## src/rtl/id_issue_ctrl.sv

```systemverilog
// Decode-stage issue controller: ID pipeline register, operand bypass with load-use
// detection, and a single-outstanding long-latency (div/mod) scoreboard.
module id_issue_ctrl #(
  parameter int DATA_W    = 32,
  parameter int RADDR_W   = 5,
  parameter int PAYLOAD_W = 64,
  parameter int NSTAGE    = 3,
  parameter int CNT_W     = 32
) (
  input  logic                      clk,
  input  logic                      reset,
  input  logic                      in_valid,
  output logic                      in_allowin,
  input  logic [PAYLOAD_W-1:0]      in_payload,
  input  logic                      flush,
  output logic [PAYLOAD_W-1:0]      ds_payload,
  input  logic [RADDR_W-1:0]        rs1_addr,
  input  logic [RADDR_W-1:0]        rs2_addr,
  input  logic                      rs1_used,
  input  logic                      rs2_used,
  input  logic [RADDR_W-1:0]        dst_addr,
  input  logic                      dst_we,
  input  logic                      is_long,
  input  logic [DATA_W-1:0]         rf_rdata1,
  input  logic [DATA_W-1:0]         rf_rdata2,
  input  logic [NSTAGE-1:0]         fwd_valid,
  input  logic [NSTAGE-1:0]         fwd_we,
  input  logic [NSTAGE-1:0]         fwd_data_ok,
  input  logic [NSTAGE*RADDR_W-1:0] fwd_addr,
  input  logic [NSTAGE*DATA_W-1:0]  fwd_data,
  input  logic                      ll_done,
  input  logic [RADDR_W-1:0]        ll_done_addr,
  output logic [DATA_W-1:0]         rs1_value,
  output logic [DATA_W-1:0]         rs2_value,
  output logic                      out_valid,
  input  logic                      out_ready,
  output logic                      ll_busy,
  output logic [CNT_W-1:0]          stall_cnt
);

  typedef enum logic {S_IDLE, S_BUSY} ll_state_e;

  ll_state_e              ll_state_q;
  logic                   ds_valid_q, ds_valid_d;
  logic [PAYLOAD_W-1:0]   ds_payload_q;
  logic [RADDR_W-1:0]     pend_addr_q;
  logic [CNT_W-1:0]       stall_cnt_q, stall_cnt_d;

  logic [NSTAGE-1:0] match1, match2;
  logic [DATA_W:0]   byp1, byp2;
  logic              load_use1, load_use2;
  logic              ll_release, pend_live, ready_go, issue_ll;

  generate
    for (genvar gi = 0; gi < NSTAGE; gi++) begin : g_match
      assign match1[gi] = fwd_valid[gi] && fwd_we[gi] &&
                          (fwd_addr[gi*RADDR_W +: RADDR_W] == rs1_addr);
      assign match2[gi] = fwd_valid[gi] && fwd_we[gi] &&
                          (fwd_addr[gi*RADDR_W +: RADDR_W] == rs2_addr);
    end
  endgenerate

  // Youngest matching stage wins; returns {load_use, value}.
  function automatic logic [DATA_W:0] bypass(input logic [RADDR_W-1:0] a,
                                             input logic [NSTAGE-1:0]  m,
                                             input logic [DATA_W-1:0]  rf);
    logic [DATA_W:0] r;
    logic            found;
    r     = {1'b0, rf};
    found = 1'b0;
    if (a != '0) begin
      for (int i = 0; i < NSTAGE; i++) begin
        if (!found && m[i]) begin
          found = 1'b1;
          if (fwd_data_ok[i]) r = {1'b0, fwd_data[i*DATA_W +: DATA_W]};
          else                r = {1'b1, rf};
        end
      end
    end
    return r;
  endfunction

  function automatic logic hit_pend(input logic [RADDR_W-1:0] a);
    return pend_live && (a != '0) && (a == pend_addr_q);
  endfunction

  always_comb begin
    byp1      = bypass(rs1_addr, match1, rf_rdata1);
    byp2      = bypass(rs2_addr, match2, rf_rdata2);
    load_use1 = byp1[DATA_W];
    load_use2 = byp2[DATA_W];
    rs1_value = byp1[DATA_W-1:0];
    rs2_value = byp2[DATA_W-1:0];
  end

  // A matching writeback releases the pending register in the same cycle.
  assign ll_busy    = (ll_state_q == S_BUSY);
  assign ll_release = ll_busy && ll_done && (ll_done_addr == pend_addr_q);
  assign pend_live  = ll_busy && !ll_release;

  assign ready_go = !((rs1_used && load_use1) || (rs2_used && load_use2) ||
                      (rs1_used && hit_pend(rs1_addr)) ||
                      (rs2_used && hit_pend(rs2_addr)) ||
                      (dst_we && hit_pend(dst_addr)) ||
                      (is_long && pend_live));

  assign out_valid  = ds_valid_q && ready_go;
  assign in_allowin = !ds_valid_q || (ready_go && out_ready);
  assign issue_ll   = out_valid && out_ready && is_long && dst_we && (dst_addr != '0);
  assign ds_payload = ds_payload_q;
  assign stall_cnt  = stall_cnt_q;

  always_comb begin
    ds_valid_d  = flush ? 1'b0 : (in_allowin ? in_valid : ds_valid_q);
    stall_cnt_d = stall_cnt_q;
    if (ds_valid_q && !ready_go && !flush && !(&stall_cnt_q))
      stall_cnt_d = stall_cnt_q + 1'b1;
  end

  always_ff @(posedge clk) begin
    if (in_valid && in_allowin) ds_payload_q <= in_payload;
    if (reset) begin
      ds_valid_q  <= 1'b0;
      stall_cnt_q <= '0;
      pend_addr_q <= '0;
      ll_state_q  <= S_IDLE;
    end else begin
      ds_valid_q  <= ds_valid_d;
      stall_cnt_q <= stall_cnt_d;
      case (ll_state_q)
        S_IDLE: begin
          if (issue_ll) begin
            ll_state_q  <= S_BUSY;
            pend_addr_q <= dst_addr;
          end
        end
        S_BUSY: begin
          if (issue_ll) pend_addr_q <= dst_addr;
          else if (ll_release) ll_state_q <= S_IDLE;
        end
        default: ll_state_q <= S_IDLE;
      endcase
    end
  end

endmodule

```

## config.mk

```make
export PLATFORM = sky130hd
export DESIGN_NAME = id_issue_ctrl
export DESIGN_NICKNAME = d
export VERILOG_FILES = /design/src/rtl/id_issue_ctrl.sv
export SDC_FILE = /design/constraint.sdc
export NUM_CORES = 1
export LEC_CHECK = 0
export CORE_AREA = 2 2 171 173
export CTS_CLUSTER_DIAMETER = 40
export CTS_CLUSTER_SIZE = 20
export DETAILED_ROUTE_END_ITERATION = 6
export DIE_AREA = 0 0 173 175
export HOLD_SLACK_MARGIN = 0.12
export PLACE_DENSITY = 0.68
export SLEW_MARGIN = 15
export SYNTH_ARGS = -nofsm -noshare
export SYNTH_HDL_FRONTEND = slang
export SYNTH_SLANG_ARGS = --single-unit
```

## constraint.sdc

```tcl
create_clock -name clk -period 11.8 [get_ports clk]
set_input_delay 1.18 -clock clk [delete_from_list [all_inputs] [get_ports clk]]
set_output_delay 1.18 -clock clk [all_outputs]
set_load 0.01 [all_outputs]
```

* After elaboration in Yosys (flattened, before gate mapping) *
Index checks and enable logic that the tools add are counted.
Widths: inputs -> output; s select.

cells by class
  multiplexer cells = 27
  reductions and logical operators = 58
  equality and inequality tests = 10
  bitwise operators = 1
  add/sub/neg operators = 1

operators by type and width
  kind                   number
  $mux 33                14
  $eq 5x5->1             10
  $logic_and 1x1->1      38
  $add 32x1->32 const B  1
  $reduce_and 32->1      1
  $reduce_bool 5->1      3
  $mux 1                 11
  $logic_not 1->1        9
  $logic_or 1x1->1       6
  $mux 5                 1
  $pmux 1 s2             1
  $reduce_or 2->1        1
  $not 1->1              1

storage, ports and cells
  flip-flop bits (word level) = 103
  logic and storage cells = 102

* Longest topological paths before layout *
Gate-level depths: netlist (run 1).

  depth after elaboration = 26
  mapped depth = 12
  depth with buffers taken out = 9

* Least setup slack after synthesis (run 1) *
OpenSTA, ideal clock, no wires.

  path type = input -> register
  from = input rs1_addr[4]
  to = register ds_payload_q[0], in the netlist ds_payload[0] (enable)
  buffers on the path = 2
  arrival time = 5584 ps
  cell stages on the path = 10
  setup time = 493 ps
  slack = 5723 ps
  cell sequence = buf_2 xor2_1 nor4_1 and3b_1 clkbuf_1 o311a_1 o32ai_4 nor3_1 a21boi_0 nor2b_1

on the way
  cells in the longest elaborated chain, start to end = 22
  elaborated cells between the ends (all ways) = 33
  classes of those cells = eq/ne (4); mux (8); reduce/logical (21)

RTL lines
  item                    line  RTL
  start: declaration      17    input logic [RADDR_W-1:0] rs1_addr,
  $eq 5x5->1              57    (fwd_addr[gi*RADDR_W +: RADDR_W] == rs1_addr);
  $logic_and 1x1->1       56    assign match1[gi] = fwd_valid[gi] && fwd_we[gi] &&
  $mux 1                  73    if (!found && m[i]) begin
  $mux 1                  71    if (a != '0) begin
  $logic_not 1->1         73
  $logic_and 1x1->1       73
  $mux 1                  73
  $mux 1                  71
  (+6 left out)           --
  $logic_or 1x1->1 (*)    101   assign ready_go = !((rs1_used && load_use1) || (rs2_used && load_use2) ||
  $logic_or 1x1->1 (*)    102   (rs1_used && hit_pend(rs1_addr)) ||
  $logic_or 1x1->1 (*)    103   (rs2_used && hit_pend(rs2_addr)) ||
  $logic_or 1x1->1 (*)    104   (dst_we && hit_pend(dst_addr)) ||
  $logic_not 1->1 (*)     101
  $logic_and 1x1->1 (*)   108   assign in_allowin = !ds_valid_q || (ready_go && out_ready);
  $logic_or 1x1->1 (*)    108
  $logic_and 1x1->1 (*)   121   if (in_valid && in_allowin) ds_payload_q <= in_payload;
  end signal: assignment  121
  end: declaration        45    logic [PAYLOAD_W-1:0] ds_payload_q;

Every way passes the cells marked *; elsewhere a longest branch is shown, timed or not. The select of a mux whose other input is x is not followed.
A chain may end at the register's enable or synchronous reset.

* Final worst setup path (run 1) *
  from = input rs2_addr[2]
  to = output rs2_value[25]

on the way
  cells in the longest elaborated chain, start to end = 12
  elaborated cells between the ends (all ways) = 19
  classes of those cells = eq/ne (3); mux (8); reduce/logical (8)

RTL lines
  item                line  RTL
  start: declaration  18    input logic [RADDR_W-1:0] rs2_addr,
  $eq 5x5->1          59    (fwd_addr[gi*RADDR_W +: RADDR_W] == rs2_addr);
  $logic_and 1x1->1   58    assign match2[gi] = fwd_valid[gi] && fwd_we[gi] &&
  $mux 1              73
  $mux 1              71
  $logic_not 1->1     73
  $logic_and 1x1->1   73
  $mux 1              73
  $mux 1              71
  $logic_not 1->1     73
  $logic_and 1x1->1   73
  $mux 33             73
  $mux 33 (*)         71
  end: declaration    34    output logic [DATA_W-1:0] rs2_value,

Marked as above.

==> flow_results.org, run 1 <==
** Status
- The flow ran to the end, and the final reports show no timing, DRC or antenna violations.

** Synthesis
- In this run the cell area of the synthesized design comes to ~7000 sq um.
- Library cell occupying the most area in the post-synthesis netlist :: edfxtp_1
- A synthesized cell averages roughly 8.4 sq um.
- Area share of the largest cell type after synthesis :: roughly 28%
- Yosys Warn Count :: 0
- Synthesized instance count :: just over 800
- Largest cells by area after synthesis :: edfxtp_1, dfxtp_1, a21oi_1
- Synth async-reset ratio :: 0%
- For this run, the leading register cell type out of synthesis is edfxtp_1.
- In this run, synthesis inferred between 60 and 70 flip-flops with an integrated enable.
- Mapped Nets :: roughly 1,100
- Synthesis inferred 103 register bits.
- For this run, the register share of the synthesized area comes to 38.8%.
- After synthesis, the netlist uses 52 different library cells.

** Clocking
- Number of clock sinks :: a little over 100
- Total number of H-tree levels :: 3
- Worst-Skew Late Latency :: 0.34 ns
- In this run, CTS created clock tree buffers numbering 9.
- TritonCTS built the clock tree.
- Clock-pin slew reported for the worst setup and hold paths after clock tree synthesis :: 0.08 ns
- In this run the clock root is driven by a clkbuf_16.
- In this run, post-CTS repair resized a total of 0 instances.
- Hold buffer count at cts :: 0
- Buffers added to address setup during post-CTS repair amount to 0.
- Maximum clock path buffer count :: 2

** GRT
- Combined global-route utilization of all metal layers :: 21.0%
- Maximum number of pins on one net before global-route repair :: 65
- Via count of the first global-routing pass :: 8,384
- Number of antenna violations at the first check in global routing :: 1
- The total overflow left after global routing is 0.
- The first global-routing pass estimated between 40,000 and 50,000 microns of wire.

** Worst setup path
- The worst register-to-register path has a setup slack of ~8.6 ns.
- The worst setup path is launched from an input port.
- In this run the critical register-to-register path is launched from pend_addr_q[3].
- STA puts the critical path data required time at 10.62 ns.
- STA classifies the critical path endpoint as a primary output.
- Terminus of the critical flop-to-flop path :: ds_payload[31]
- At the worst endpoint, the arrival time is between 5 and 6 ns.
- Worst Setup Path Type :: input port to primary output
- Maximum net fanout on the critical path :: 22
- Counting cells, the worst reg-to-reg path comes to 9.

** Timing
- After layout, the worst path uses 52.5% of the clock period.
- After layout, the worst setup slack is ~5.6 ns.
- Setup violations remaining at the end of the flow were counted as 0.
- Transition time of the tightest slew-check pin :: 1.16 ns
- The worst path in the final design needs a cycle of slightly above 6 ns, including I/O delays and setup.
- Timing would allow up to 0.161 GHz.
- Adding up every negative setup slack in the final design gives 0 ns.
- Headroom to the max-slew limit :: approximately 23%
- Setup repair after global routing left no endpoint under its margin.
- Final number of max-transition violations :: 0
- The final hold violation count came to 0.
- Clock Skew :: 0.0187 ns

** Route
- After detailed routing, no signal wire sits above met5.
- DR DRC count :: 0
- The detailed router put a total of around 12,000 microns of wire on met1.
- Per-cell via count in the routed design :: about 5.2
- After detailed routing, the average wire length per cell comes to ~21 microns.
- Drt initial violations :: around 630
- Wire length on met3 :: 2940 microns
- Drt first pass iters :: 5
- In this run the remaining antenna-violating nets after routing total 0.
- Summed over all layers, the routed wires come to between 30,000 and 40,000 microns.
- Across all layers, the routed design uses ~8,400 vias.
- Sum of met2 wire segment lengths after detailed routing :: 16,800 microns

** Cells and area
- The final layout contains around 1,500 nets.
- Layout cell share with drive strength beyond 1 :: between 4 and 5%
- Area Growth Syn to Fin :: 72.7%

** Pwr
- IR analysis of the VDD net gives a maximum drop of about 65 uV.
- Overall power after layout :: 981 uW
- Leakage Power :: between 4 and 5 nW
- Pwr Density :: between 80 and 90 nW/um^2

** Min path
- For hold timing, the worst endpoint is stall_cnt[26].
- The min-delay analysis places its worst path in the category flop to flop.
- Number of stages on the worst hold path :: 2
- In this run the most critical hold path is launched from stall_cnt[26].

** Floorplanning
- The die covers a little over 30,000 sq um.
- Chip width :: 173 microns
- Number of I/O pins :: 441
- Die height :: 175 microns
- Row count :: 62
- Initial core utilization :: 24.5%
- The core region is approximately 28,000 sq um.

** Placed design
- At the end of routability-driven placement, the weighted congestion stood at ~0.96.
- Worst Setup Slack post-DPL :: 5.64 ns
- Buffers placed on the I/O ports in this run total 440.
- Final HPWL DP :: between 20,000 and 30,000 microns

** Run
- Across the run, the number of max-cap violations was 0.
-- worst max-delay path by stage --
stage                start            end  cells after the start
2_1_floorplan  rs1_addr[4]  ds_payload[0]                     10
3_3_place_gp   rs1_addr[4]   rs1_value[5]                     11
3_5_place_dp   rs2_addr[2]  rs2_value[25]                     10
4_1_cts        rs2_addr[2]  rs2_value[25]                     10
5_1_grt        rs1_addr[4]   rs1_value[5]                     11
6_report       rs2_addr[2]  rs2_value[25]                     10
-- registers in the layout (all words and copies together), names as in the netlist --
signal       cells
stall_cnt       32
ds_payload      64
ll_busy          1
ds_valid_q       1
pend_addr_q      5
-- layout by cell type, fill, tap and decap left out, drive strengths merged, types with 14 or more instances in the layout --
| cell type | n |
|---|---|
| a21oi | 111 |
| nand2 | 72 |
| mux2i | 21 |
| dfxtp | 39 |
| xnor2 | 21 |
| nand3 | 18 |
| o22ai | 28 |
| buf | 15 |
| or3 | 28 |
| xor2 | 32 |
| inv | 21 |
| a221o | 15 |
| clkdlybuf4s50 | 440 |
| o21ai | 58 |
| nor2 | 88 |
| o2bb2ai | 14 |
| edfxtp | 64 |
| a221oi | 36 |
-- report_power, final --
part	switching [mW]	leakage, nW	internal, mW
Sequential	0.00427	0.937	0.398
Clock	0.144	0.157	0.172
Combinational	0.105	3.07	0.158
-- layout make-up --
type                    count  area [sq um]
clock inverters             7          95.1
diodes                      1          2.50
repair buffers            455          4520
fillers                  2809         16400
clock buffers               9           225
well taps                 384           480
inverters                  17          63.8
flip-flops and latches    103          2700
multi-input cells         635          3940
-- synth_stat cells, types with 9 or more instances --
library cell,count
a21oi_1,111
a221o_1,15
a221oi_1,36
a22oi_1,10
and3_1,10
buf_2,15
clkbuf_1,54
dfxtp_1,39
edfxtp_1,64
inv_1,17
mux2i_1,21
nand2_1,72
nand3_1,18
nor2_1,88
nor3_1,10
o21ai_0,47
o21ai_1,11
o221a_2,9
o22ai_1,28
o2bb2ai_1,14
or3_1,28
xnor2_1,21
xor2_1,32
-- metrics by stage --
step / area (sq um) / util, % / hold slack, ns / std cells
after global placement: 11700 / 41.2 / 0.479 / 1594
after floorplan: 6960 / - / 0.508 / 831
after global routing: 12000 / 42.3 / 0.534 / 1610
after CTS: 12000 / 42.3 / 0.498 / 1610
after detailed placement: 11700 / 41.2 / 0.488 / 1594
final: 12000 / 42.3 / 0.499 / 1611
-- kinds of logic after synthesis --
family                     count (synthesis)  share of synthesized area, %
AOI/OAI and AO/OA                        299                          28.2
and+or+nand+nor                          261                          17.7
DFF                                      103                          38.8
buffers and inverters                     93                          5.34
xor gates and xnor gates                  53                          6.67
muxes                                     21                          3.02
adders and majority gates                  1                         0.180
-- layer usage --
| layer | track usage (%) | vias to the layer above |
|---|---|---|
| met2 | 38.5 | 499 |
| met4 | 9.11 | 2 |
| met1 | 22.8 | 3893 |
| met5 | 0 | - |
| li1 | - | 3900 |
| met3 | 5.50 | 75 |
-- critical path, cell delays in order --
cell and delay (ns):
clkdlybuf4s50_1 0.56, xor2_1 0.22, nor3_1 0.29, nor4b_2 0.43, and3b_1 0.96, a221oi_1 0.24, nand2_1 0.13, o21ai_0 0.08
a21oi_1 0.31, clkdlybuf4s50_1 0.60
Note: power is estimated with default switching activity, not from simulation.
==> run 2: changes to the inputs <==
CORE_AREA = 2 2 170 172   (was 2 2 171 173)
DIE_AREA = 0 0 172 174   (was 0 0 173 175)
clock period = 6.5 ns   (was 11.8 ns; I/O delays follow)
==> flow_results.org, run 2 (synthesized netlist as in run 1, its figures left out) <==
** Pwr
- In this run the static leakage power is ~4.2 nW.
- Sequential cells account for between 40% and 50% of the total power.
- Of the total power, the clock network draws between 20% and 30%.
- Internal power comes to roughly 1.3 mW.
- Switch share :: around a quarter
- Across the VDD grid, the largest voltage drop is ~120 uV.
- Logic pwr share :: between 20 and 30%
- Net switching component of the power :: 447 uW
- Dividing total power by cell area gives a power density of around 140 nW/um^2.

** Cells and area
- Flip-flop count of the largest register, all copies and words added :: 64
- Layout cell share with drive strength beyond 1 :: under 10%
- Leaving out fill and tap cells, the most frequent cell in the layout is clkdlybuf4s50_1.
- The top cell types in the final layout, fill and taps aside, are clkdlybuf4s50_1, a21oi_1, nor2_1, nand2_1, edfxtp_1.
- The area growth from synthesis to layout is 72.6%.
- Finished Cell Area :: between 10,000 and 15,000 sq um
- The number of antenna diodes in the final layout is 0.
- After filler insertion, the fill cell instance count of the layout stands at about 2,800.
- After the last flow step, the layout net total stands at between 1,500 and 2,000.

** Min path
- Endpoint of the worst hold-timing path :: stall_cnt[21]
- HP Start :: stall_cnt[21]
- Number of stages on the worst hold path :: 2
- The tightest min-delay check is of the flop to flop type.

** Floorplanning
- CORE AREA :: 28,200 sq um
- Initial core utilization :: between 20% and 30%
- The floorplan step defined a die boundary enclosing between 20,000 and 30,000 sq um.
- Die height :: 174 microns
- The initialized floorplan defines 62 standard-cell rows.
- about 440 I/O pins were placed.
- Chip width :: around 170 microns

** Worst setup path
- The worst setup path is captured at a primary output.
- Of all nets on the critical path, the largest fanout is 22.
- The worst setup path is launched from an input port.
- The startpoint identified for the worst register-to-register timing path is pend_addr_q[1].
- In this run the worst setup path begins at rs2_addr[2].
- Terminus of the critical flop-to-flop path :: ds_payload[62]
- Critical path required time :: between 5 and 6 ns
- Counting cells, the worst reg-to-reg path comes to 9.
- Arrival time worst endpoint :: around 4.6 ns
- Reg-to-reg slack, setup :: 3.24 ns
- The setup path with the least slack is of type input port to primary output.

** Route
- Average wire length per cell after detail routing :: between 20 and 25 microns
- Using the TritonRoute via totals, the vias-per-cell ratio works out to around 5.2.
- Final wirelength :: approximately 34,000 microns
- For this run, design rule violations remaining after detail routing come to 0.
- The pre-antenna-repair detailed-routing pass consisted of 7 iterations.
- In this run, the number of DRC markers left after iteration 0 of detailed routing was approximately 650.
- Via count :: 8,477
- In this run the remaining antenna-violating nets after routing total 0.

** Timing
- Final number of max-transition violations :: 0
- Setup total negative slack on the finished layout was measured at 0 ns.
- The final critical path takes up between 80% and 90% of the cycle.
- Setup repair after global routing left no endpoint under its margin.
- The worst pin sits at a relative slew slack of 27.0%.
- Based on the critical path, the design can be clocked at up to around 0.19 GHz.
- For the pin with the worst max-slew slack, the measured transition is around 1.1 ns.
- The final hold violation count came to 0.
- Clock skew on the completed layout was measured at around 0.012 ns.
- The worst path needs between 5 and 6 ns of the cycle, external delays included.
- Setup violations remaining at the end of the flow were counted as 0.

** Placed design
- Cell area after placement :: between 10,000 and 15,000 sq um
- Buffers added on ports :: 440
- Once detailed placement completed, the half-perimeter wirelength came to about 27,000 microns.
- Routability-driven placement finished with a final weighted congestion of around 0.96.

** Clocking
- Gates resized during post-CTS repair numbered 0.
- CTS built an H-tree with a depth of 3.
- Maximum clock path buffer count :: 2
- The number of hold buffers added after CTS was 0.
- Number of clock sinks :: 103
- Post-CTS setup repair buffer count :: 0
- Clock root cell :: clkbuf_16
- TritonCTS built the clock tree.
- Clock-pin slew reported for the worst setup and hold paths after clock tree synthesis :: approximately 0.080 ns
- Total CTS buffers :: 9
- Worst-Skew Late Latency :: between 0.3 and 0.4 ns

** GRT
- Global routing used 21.7% of the available tracks across all layers.
- Maximum number of pins on one net before global-route repair :: 65
- The via count of the first global-routing pass was between 8,000 and 9,000.
- The first global-routing pass estimated about 50,000 microns of wire.
- Summed over all layers, the global routing overflow is 0.
- The initial antenna violation count is 1.

** Status
- The flow ran to the end, and the final reports show no timing, DRC or antenna violations.

** Run
- Number of max-capacitance violations reported :: 0
run 2: routing by layer:
metal  part of all wire [%]  track usage (%)  vias up
met5                  0.036                0        -
met3                    9.5             4.80       69
li1                       -                -     3911
met4                    4.5             9.70        2
met1                     35             23.5     3990
met2                     51             39.7      505
run 2: worst max-delay path by stage:
stage	endpoint	slack [ns]	depth (start not counted)
after floorplan	ds_payload[0]	0.95	10
after global placement	rs2_value[0]	1.34	10
after detailed placement	rs2_value[6]	1.31	9
after CTS	rs2_value[0]	1.30	10
after global routing	rs2_value[0]	1.08	10
final	rs2_value[0]	1.29	10
run 2: stage by stage:
stage,instances,utilization (%),setup WS (ns),power [mW],hold slack (ns)
floorplan,831,-,0.953,0.889,0.508
global placement,1599,41.6,1.34,1.22,0.479
detailed placement,1599,41.6,1.31,1.22,0.490
CTS,1615,42.6,1.30,1.74,0.502
global route,1615,42.6,1.08,1.80,0.531
finish,1615,42.6,1.29,1.72,0.500
run 2: layout make-up:
class	instances	area, sq um	share of cell area [%]
Clock inverter	7	55.1	0.458
Inverter	17	63.8	0.531
Multi-Input combinational cell	635	3930	32.7
Clock buffer	9	225	1.87
Sequential cell	103	2700	22.5
Tap cell	384	480	4.00
Timing Repair Buffer	460	4550	37.9
run 2: worst max-delay path: stages:
cell and delay (ns):
clkdlybuf4s50_1 0.57, xor2_1 0.24, nor3_1 0.28, nor4b_2 0.45, and3b_1 0.96, a221oi_1 0.23, nand2_1 0.14, o21ai_0 0.11
a21oi_1 0.25, clkdlybuf4s50_1 0.67
run 2: power groups by stage:
stage	Sequential (mW)	Combinational, mW	Clock, mW
2_1_floorplan	0.758	0.131	0
3_3_place_gp	0.745	0.476	0
3_5_place_dp	0.745	0.478	0
4_1_cts	0.730	0.480	0.528
5_1_grt	0.732	0.508	0.555
6_report	0.730	0.479	0.513
